<file path="config.mk">
export PLATFORM = sky130hd
export DESIGN_NAME = vga_char_renderer
export DESIGN_NICKNAME = d
export VERILOG_FILES = /design/src/rtl/vga_char_renderer.sv
export SDC_FILE = /design/constraint.sdc
export NUM_CORES = 1
export LEC_CHECK = 0
export CAP_MARGIN = 10
export CORE_MARGIN = 1.5
export CORE_UTILIZATION = 48
export DETAILED_ROUTE_END_ITERATION = 12
export MAX_ROUTING_LAYER = met4
export PLACE_DENSITY = 0.76
export SKIP_LAST_GASP = 1
export SLEW_MARGIN = 20
export SYNTH_ARGS = -nofsm -noshare
export SYNTH_HDL_FRONTEND = slang
export SYNTH_SLANG_ARGS = --single-unit
</file>
<file path="constraint.sdc">
create_clock -name clk -period 2.3 [get_ports clk]
set_input_delay 0.23 -clock clk [delete_from_list [all_inputs] [get_ports clk]]
set_output_delay 0.23 -clock clk [all_outputs]
set_load 0.005 [all_outputs]
</file>
<file path="src/rtl/vga_char_renderer.sv">
// rtl/vga_char_renderer.sv - text-mode VGA raster timing and character/font pixel pipeline
//
// Generates 640x480@60 raster timing, advanced one step per pixEn tick, and turns
// character-buffer codes into pixels through an external font ROM.
// Pipeline: stage 0 counters -> stage 1 cell address -> stage 2 font address
// -> stage 3 pins. Colour and syncs share the same 3-tick latency.
//
// Ports:
//   clk       system clock
//   rst       asynchronous active-high reset
//   pixEn     pixel tick; every register holds while low
//   charAdd   character-buffer cell index (row*CHARS_HORZ + col), 0 in blanking
//   charData  code at charAdd, synchronous read
//   fontAdd   {charCode, glyphRow}
//   fontData  glyph row bits, MSB = leftmost pixel, synchronous read
//   hSync     active-low horizontal sync
//   vSync     active-low vertical sync
//   red/green/blue  3-bit colour channels
//   vBlank    high while the output raster is in vertical blanking
module vga_char_renderer #(
  parameter int H_VISIBLE = 640,
  parameter int H_FRONT = 16,
  parameter int H_SYNC = 96,
  parameter int H_BACK = 48,
  parameter int V_VISIBLE = 480,
  parameter int V_FRONT = 10,
  parameter int V_SYNC = 2,
  parameter int V_BACK = 33,
  parameter int CHAR_W = 8,
  parameter int CHAR_H = 16,
  parameter int ASCII_SIZE = 8,
  parameter logic [8:0] FG_RGB = 9'o777,
  parameter logic [8:0] BG_RGB = 9'o000
) (
  input  logic                  clk,
  input  logic                  rst,
  input  logic                  pixEn,
  output logic [11:0]           charAdd,
  input  logic [ASCII_SIZE-1:0] charData,
  output logic [11:0]           fontAdd,
  input  logic [CHAR_W-1:0]     fontData,
  output logic                  hSync,
  output logic                  vSync,
  output logic [2:0]            red,
  output logic [2:0]            green,
  output logic [2:0]            blue,
  output logic                  vBlank
);

  localparam int H_TOTAL = H_VISIBLE + H_FRONT + H_SYNC + H_BACK;
  localparam int V_TOTAL = V_VISIBLE + V_FRONT + V_SYNC + V_BACK;
  localparam int CHARS_HORZ = H_VISIBLE / CHAR_W;
  localparam int HW = $clog2(H_TOTAL);
  localparam int VW = $clog2(V_TOTAL);
  localparam int CW = $clog2(CHAR_W);
  localparam int CHW = $clog2(CHAR_H);

  localparam logic [HW-1:0] H_LAST = HW'(H_TOTAL - 1);
  localparam logic [HW-1:0] H_VIS_C = HW'(H_VISIBLE);
  localparam logic [HW-1:0] HS_FIRST = HW'(H_VISIBLE + H_FRONT);
  localparam logic [HW-1:0] HS_LAST = HW'(H_VISIBLE + H_FRONT + H_SYNC - 1);
  localparam logic [VW-1:0] V_LAST = VW'(V_TOTAL - 1);
  localparam logic [VW-1:0] V_VIS_C = VW'(V_VISIBLE);
  localparam logic [VW-1:0] VS_FIRST = VW'(V_VISIBLE + V_FRONT);
  localparam logic [VW-1:0] VS_LAST = VW'(V_VISIBLE + V_FRONT + V_SYNC - 1);

  // stage 0
  logic [HW-1:0] h_cnt;
  logic [VW-1:0] v_cnt;
  logic          act0, hs0, vs0, vb0;
  logic [11:0]   cell0;

  // stage 1
  logic [3:0]    glyph_row1;
  logic [CW-1:0] bit_sel1;
  logic          act1, hs1, vs1, vb1;

  // stage 2
  logic [CW-1:0] bit_sel2;
  logic          act2, hs2, vs2, vb2;

  // stage 3 helpers
  logic [CW-1:0] pix_idx;
  logic          pix;
  logic [8:0]    rgb3;

  always_comb begin
    act0 = 1'b0;
    hs0 = 1'b0;
    vs0 = 1'b0;
    vb0 = 1'b0;
    cell0 = 12'd0;
    act0 = (h_cnt < H_VIS_C) && (v_cnt < V_VIS_C);
    hs0 = (h_cnt >= HS_FIRST) && (h_cnt <= HS_LAST);
    vs0 = (v_cnt >= VS_FIRST) && (v_cnt <= VS_LAST);
    vb0 = (v_cnt >= V_VIS_C);
    // Blanking addresses cell 0 so the buffer read stays in range.
    if (act0) begin
      cell0 = 12'(v_cnt >> CHW) * 12'(CHARS_HORZ) + 12'(h_cnt >> CW);
    end
  end

  always_comb begin
    pix_idx = '0;
    pix = 1'b0;
    rgb3 = 9'd0;
    // Bit 0 of bit_sel is the leftmost pixel, which lives in the glyph MSB.
    pix_idx = CW'(CHAR_W - 1) - bit_sel2;
    pix = fontData[pix_idx];
    if (act2) begin
      rgb3 = pix ? FG_RGB : BG_RGB;
    end
  end

  always_ff @(posedge clk or posedge rst) begin
    if (rst) begin
      h_cnt <= '0;
      v_cnt <= '0;
      charAdd <= 12'd0;
      glyph_row1 <= 4'd0;
      bit_sel1 <= '0;
      act1 <= 1'b0;
      hs1 <= 1'b0;
      vs1 <= 1'b0;
      vb1 <= 1'b0;
      fontAdd <= 12'd0;
      bit_sel2 <= '0;
      act2 <= 1'b0;
      hs2 <= 1'b0;
      vs2 <= 1'b0;
      vb2 <= 1'b0;
      red <= 3'd0;
      green <= 3'd0;
      blue <= 3'd0;
      hSync <= 1'b1;
      vSync <= 1'b1;
      vBlank <= 1'b0;
    end else if (pixEn) begin
      if (h_cnt == H_LAST) begin
        h_cnt <= '0;
        v_cnt <= (v_cnt == V_LAST) ? '0 : v_cnt + 1'b1;
      end else begin
        h_cnt <= h_cnt + 1'b1;
      end

      charAdd <= cell0;
      glyph_row1 <= v_cnt[3:0];
      bit_sel1 <= h_cnt[CW-1:0];
      act1 <= act0;
      hs1 <= hs0;
      vs1 <= vs0;
      vb1 <= vb0;

      // charData now reflects the charAdd registered on the previous tick.
      fontAdd <= 12'({charData, glyph_row1});
      bit_sel2 <= bit_sel1;
      act2 <= act1;
      hs2 <= hs1;
      vs2 <= vs1;
      vb2 <= vb1;

      {red, green, blue} <= rgb3;
      hSync <= ~hs2;
      vSync <= ~vs2;
      vBlank <= vb2;
    end
  end

endmodule

</file>
==> metrics.cfg <==
[run_status]
status=completed

[placed_design]
place_inst=418
pre_cts_slack_ns=0.0445
gp_congestion=0.795
place_hpwl_um=4170
port_buffers=54

[synthesis]
synth_flop_cell=dfrtp_1
ys_ff_latch=66
synth-edff-count=0
async_flop_share_pct=100
synth_warnings=0
ys_seq_area_share_pct=50.2
mappedNetlistNets=326
synthCells=289
syn-cell-area_um2=3300
avgSynthCellArea_um2=11.4
synth_cell_types=39

[cells_and_area]
multi_input_area_um2=1480
register_area_um2=1650
utilization_pct=62.9
fin_nets=387
final_cell_mix=64 x dfrtp_1, 53 x clkdlybuf4s50_1, 28 x inv_1
diodes=0
syn_to_final_growth_pct=28.2
final_common_cell=dfrtp_1
n_fill_cell=543
drive_gt1_share_pct=21.1
final_cells=435

[worst_setup_path]
cp.required_ns=2.52
critical-path-top-delay-family=adder cells
arrival_ns=2.42
path_cells=buf_4 > ha_1 > ha_4 > xnor2_2 > nand3b_1 > nor4_2 > xnor2_1 > o22ai_1
cp_max_fo=4
critPathLaunchType=register
crit_path_max_incr_delay_ns=0.41
critical_path_class=register to register
critPathSlowestCell=dfrtp_1
worst-path-buf-inv=1
end_kind=register

[pwr]
p_per_area_nw_per_um2=761
power.total_mw=3.22
vdd_drop_max_uv=462
p_leak_nw=1.88

[job]
max_cap_viol_count=0

[route]
top_layer=met4
drc=0
dr.pass1.iters=4
ant_nets=0
wl_per_cell_um=14.2
dr_wl_met3_um=229
vias=2293
drtIter0Drc=58
met1Wirelength_um=2740
routed_wl_um=6190
viasPerCell=5.27
wl_met2_um=3070

[timing]
setup-tns-final_ns=0
relSlewSlack_pct=73.3
tightest_slew_ns=0.400
max_freq_mhz=454
fin_crit_ns=2.20
timing.final.ws_setup_ns=0.0969
period_share_pct=95.8
final.setup_skew_ns=0.0114
final_max_slew_viol_count=0
setup_viol=0
hold_violations=0

[cts]
cts_buffer_depth=2
cts_htree_levels=3
cts_tree=done
clk_latency_ns=0.35
clk_pin_slew_worst_paths_ns=0.08
cts_sinks=66
cts_buffers=9
root_buffer=clkbuf_8

[grt]
grt_remaining_overflow=0
antenna_found_initial=0
first_global_vias=2367
grt_usage_pct=19.0
grt_max_degree=67
grt_pass1_wl_um=10500

[die]
core-area_um2=6720
initial_utilization_pct=49.1
die_area_um2=7380
die_x_um=85.9
ioPinCount=55
die-height_um=85.9
row_count=30

[hold_path]
hp-class=input port to asynchronous set/reset pin

[power breakdown]
group	switching, mW	internal, mW
Sequential	0.190	1.33
Combinational	0.206	0.403
Clock	0.474	0.620
[cell families (layout without fill, tap and decap cells)]
family,after synthesis,in the layout,share of synthesized area [%]
adder cells (fa/ha/maj),18,18,7.28
AO/OA/AOI/OAI,38,38,6.87
flip-flops,66,66,50.2
multiplexers,33,33,11.8
AND/OR/NAND/NOR,66,66,12.0
XOR/XNOR,20,20,5.31
buffers and inverters,48,114,6.64
[repair_timing]
item / in CTS / in global routing
hold buffers: 0 / 0
setup buffers: 0 / 1
setup endpoints to repair: 0 / 1
resized for setup: 0 / 10
[final timing paths]
check	startpoint	end	slack, ns	cells past startpoint
hold reg to reg	vs2	vSync	0.41	1
min in group clk	pixEn	h_cnt[4]	0.34	3
setup / recovery	v_cnt[7]	charAdd[11]	0.1	8
max in group asynchronous	rst	vSync	1.75	3
setup reg to reg	v_cnt[7]	charAdd[11]	0.1	8
hold / removal	rst	fontAdd[6]	0.26	3
[registers in the layout, summed over array words and instances, names as in the netlist, 3 cells and up]
register and count:
bit_sel1 3, v_cnt 10, h_cnt 10, bit_sel2 3, charAdd 12, fontAdd 12
glyph_row1 4
[worst min-delay path: cells and delay by family]
kind / cells / cell delay, ns
buffers and inverters: 3 / 0.78
[synthesized netlist by cell type (2+ instances only)]
cell       n  area, µm²
dfrtp_1   64       1600
inv_1     30        113
mux2_2    27        304
ha_1      16        200
o21ai_0   15       75.1
xnor2_1   15        131
nand2_1   14       52.6
nor2_1    12       45.0
buf_4     10       75.1
o22ai_1    9       56.3
and3_1     8       50.1
a21oi_1    6       30.0
clkbuf_1   6       22.5
nand4_1    6       37.5
nand2b_1   5       31.3
xor2_1     5       43.8
a21o_1     4       30.0
mux2i_1    4       40.0
nor3b_1    4       30.0
nand3_1    3       15.0
nor3_1     3       15.0
dfstp_2    2       52.6
fa_1       2       40.0
mux4_2     2       45.0
nand4b_1   2       17.5
nor2b_1    2       12.5
[metal layers]
| metal | vias to the layer above | global-route usage, % |
|---|---|---|
| met4 | 0 | 7.48 |
| met5 | - | - |
| met1 | 1131 | 22.9 |
| met2 | 46 | 30.0 |
| met3 | 12 | 5.77 |
| li1 | 1104 | - |
[per-stage QoR]
step	cell area (µm²)	hold slack, ns
floorplan	3300	0.382
global placement	3940	0.410
detailed placement	3940	0.406
CTS	4160	0.262
global route	4230	0.281
finish	4230	0.258
[final cells by class]
type | instances | share of cell area [%]
clock buffers | 9 | 2.93
clock inverters | 7 | 2.43
inverters | 30 | 2.66
multi-input cells | 175 | 35.1
flip-flops and latches | 66 | 39.1
well taps | 80 | 2.37
repair buffers | 68 | 15.4
Power figures use the tool's default switching activity.
==> variant, RTL diff (same settings) <==
Add an input register stage for `pixEn`, `charData` and `fontData`; this delays them by one clock. Comments in the files are not updated.
--- a/src/rtl/vga_char_renderer.sv
+++ b/src/rtl/vga_char_renderer.sv
@@ -66,2 +66,12 @@
 
+  logic pixEn_q;
+  logic [ASCII_SIZE-1:0] charData_q;
+  logic [CHAR_W-1:0] fontData_q;
+
+  always_ff @(posedge clk) begin
+    pixEn_q    <= pixEn;
+    charData_q <= charData;
+    fontData_q <= fontData;
+  end
+
   // stage 0
@@ -108,3 +118,3 @@
     pix_idx = CW'(CHAR_W - 1) - bit_sel2;
-    pix = fontData[pix_idx];
+    pix = fontData_q[pix_idx];
     if (act2) begin
@@ -137,3 +147,3 @@
       vBlank <= 1'b0;
-    end else if (pixEn) begin
+    end else if (pixEn_q) begin
       if (h_cnt == H_LAST) begin
@@ -154,3 +164,3 @@
       // charData now reflects the charAdd registered on the previous tick.
-      fontAdd <= 12'({charData, glyph_row1});
+      fontAdd <= 12'({charData_q, glyph_row1});
       bit_sel2 <= bit_sel1;
Formal check against the unedited RTL: not equivalent (a bounded check fails within 4 cycles, from zero or initial values and one cycle with rst high).
==> variant against the original RTL <==
- cell area up 6.0%
- critical endpoint unchanged
- clock power is 6% lower
- power rose by 6.5%
- worst setup slack gained 21 ps
- combinational power is 2% lower
- non-clock buffer count shrank 3
- sequential cell count is 17 higher
- sequential power increased by 18%
- area after synthesis rose by 8.9%
- cell count up 6.9%
- largest cell class unchanged
- routed wire length decreased by 4.8%
==> variant: results (changes against the original RTL) <==
stage	metric	value	unit	change
synth	yosys-top-cells-area	dfrtp_1 45%, dfxtp_1 9.5%, mux2_2 8.5%		
final_layout	nFillCells	605		+11%
synth	yosysSeqAreaShare	55.5	%	+5.4 points
placed_design	place.gp.congestion	0.827		+4.0%
critical_path	critPathArrivalTime	2400	ps	-20 ps
timing	final_critical_path_setup_slack	118	ps	+21.3 ps
placed_design	dp_hpwl	3990	um	-4.4%
global_routing	grt_usage	17.2	%	-1.8 points
placed_design	pre_cts_ws	36.4	ps	-8.13 ps
global_routing	use_met3	3.14	%	-2.6 points
power	internal_power	0.00252	W	+7.2%
drt	wl	5890	um	-4.8%
power	leakage	2.00	nW	+6.4%
final_layout	nNetsFinal	398		+2.8%
global_routing	grt_pass1_vias	2217		-6.3%
timing	finClkSkew	12.3	ps	+0.906 ps
critical_path	critPathLaunch	v_cnt[5]$_DFFE_PP0P_		
global_routing	grt_util_met1	21.6	%	-1.3 points
final_layout	drive_above_1_share	18.9	%	-2.3 points
timing	max_slew_margin	63.1	%	-10 points
critical_path	cp_slowest_cell	fa_1		
drt	drtIter0Drc	126		+120%
power	ir_drop	0.000418	V	-9.4%
outcome	outcome	finished, final reports clean		
drt	avgViaCountPerCell	4.98		-5.6%
-- variant: changes by cell type after synthesis, moves of 3 or more --
cell and change:
dfxtp_1 +17, clkbuf_1 -4, and3_1 -3, buf_2 +3
nand2_1 +3, nand2b_1 -3, nor3b_1 -3, xor2_1 +3
-- variant: repair_timing --
item,CTS,global route
setup buffers,0,2
setup endpoints to repair,0,1
gates resized for setup,0,5
-- variant: worst max-delay path, delay by kind of cell (launching register included) --
family | cells | cell delay (ps)
AOI/OAI and AO/OA | 1 | 80
xor gates and xnor gates | 1 | 150
adders and majority gates | 3 | 960
buffers and inverters | 1 | 70
DFF | 1 | 390
and+or+nand+nor | 2 | 400
-- variant: power groups by stage --
| stage | sequential, W | combinational, W | clock [W] |
|---|---|---|---|
| floorplan | 0.00179 | 0.000414 | 0 |
| global placement | 0.00182 | 0.000589 | 0 |
| detailed placement | 0.00183 | 0.000610 | 0 |
| CTS | 0.00180 | 0.000612 | 0.00106 |
| global route | 0.00183 | 0.000672 | 0.00113 |
| finish | 0.00180 | 0.000599 | 0.00103 |
-- variant: cell type report --
cell class                 instances  area [um^2]  area share [%]
sequential                        83         2000            44.6
multi-input combinational        170         1400            31.3
timing repair buffer              65          636            14.2
clock buffer                      11          163            3.63
inverter                          32          120            2.68
tap                               99          124            2.76
clock inverter                     5         41.3           0.921
-- variant: per-stage QoR --
stage	hold slack, ps	util, %	cell area [um^2]	instances
2_1_floorplan	258	-	3590	301
3_3_place_gp	407	58.5	4240	447
3_5_place_dp	404	58.5	4240	447
4_1_cts	283	61.3	4450	463
5_1_grt	287	61.8	4480	465
6_report	270	61.8	4480	465
-- variant: logic make-up after synthesis --
kind of cell / count (synthesis) / share of synthesized area, %
fa+ha+maj: 18 / 6.69
compound gates: 36 / 5.89
xor+xnor: 21 / 5.12
buf+inv: 48 / 5.99
simple gates: 62 / 9.93
flops: 83 / 55.5
mux: 33 / 10.8
-- variant: worst min path at each step --
stage / cells past startpoint / slack [ps] / start / end
detailed placement: 1 / 400 / hs2$_DFFE_PP0P_ / hSync$_DFFE_PP1P_
finish: 3 / 270 / rst / fontAdd[11]$_DFFE_PP0P_
CTS: 3 / 280 / rst / fontAdd[10]$_DFFE_PP0P_
floorplan: 0 / 260 / charData[0] / charData_q[0]$_DFF_P_
global placement: 1 / 410 / hs2$_DFFE_PP0P_ / hSync$_DFFE_PP1P_
global route: 1 / 290 / pixEn / pixEn_q$_DFF_P_
-- variant: metal layers --
layer / wire length, um / vias to the layer above / share of wire (%)
met1: 2690 / 1110 / 46
met5: 0 / - / 0
li1: - / 1136 / -
met2: 2820 / 60 / 48
met3: 245 / 9 / 4.2
met4: 135 / 0 / 2.3
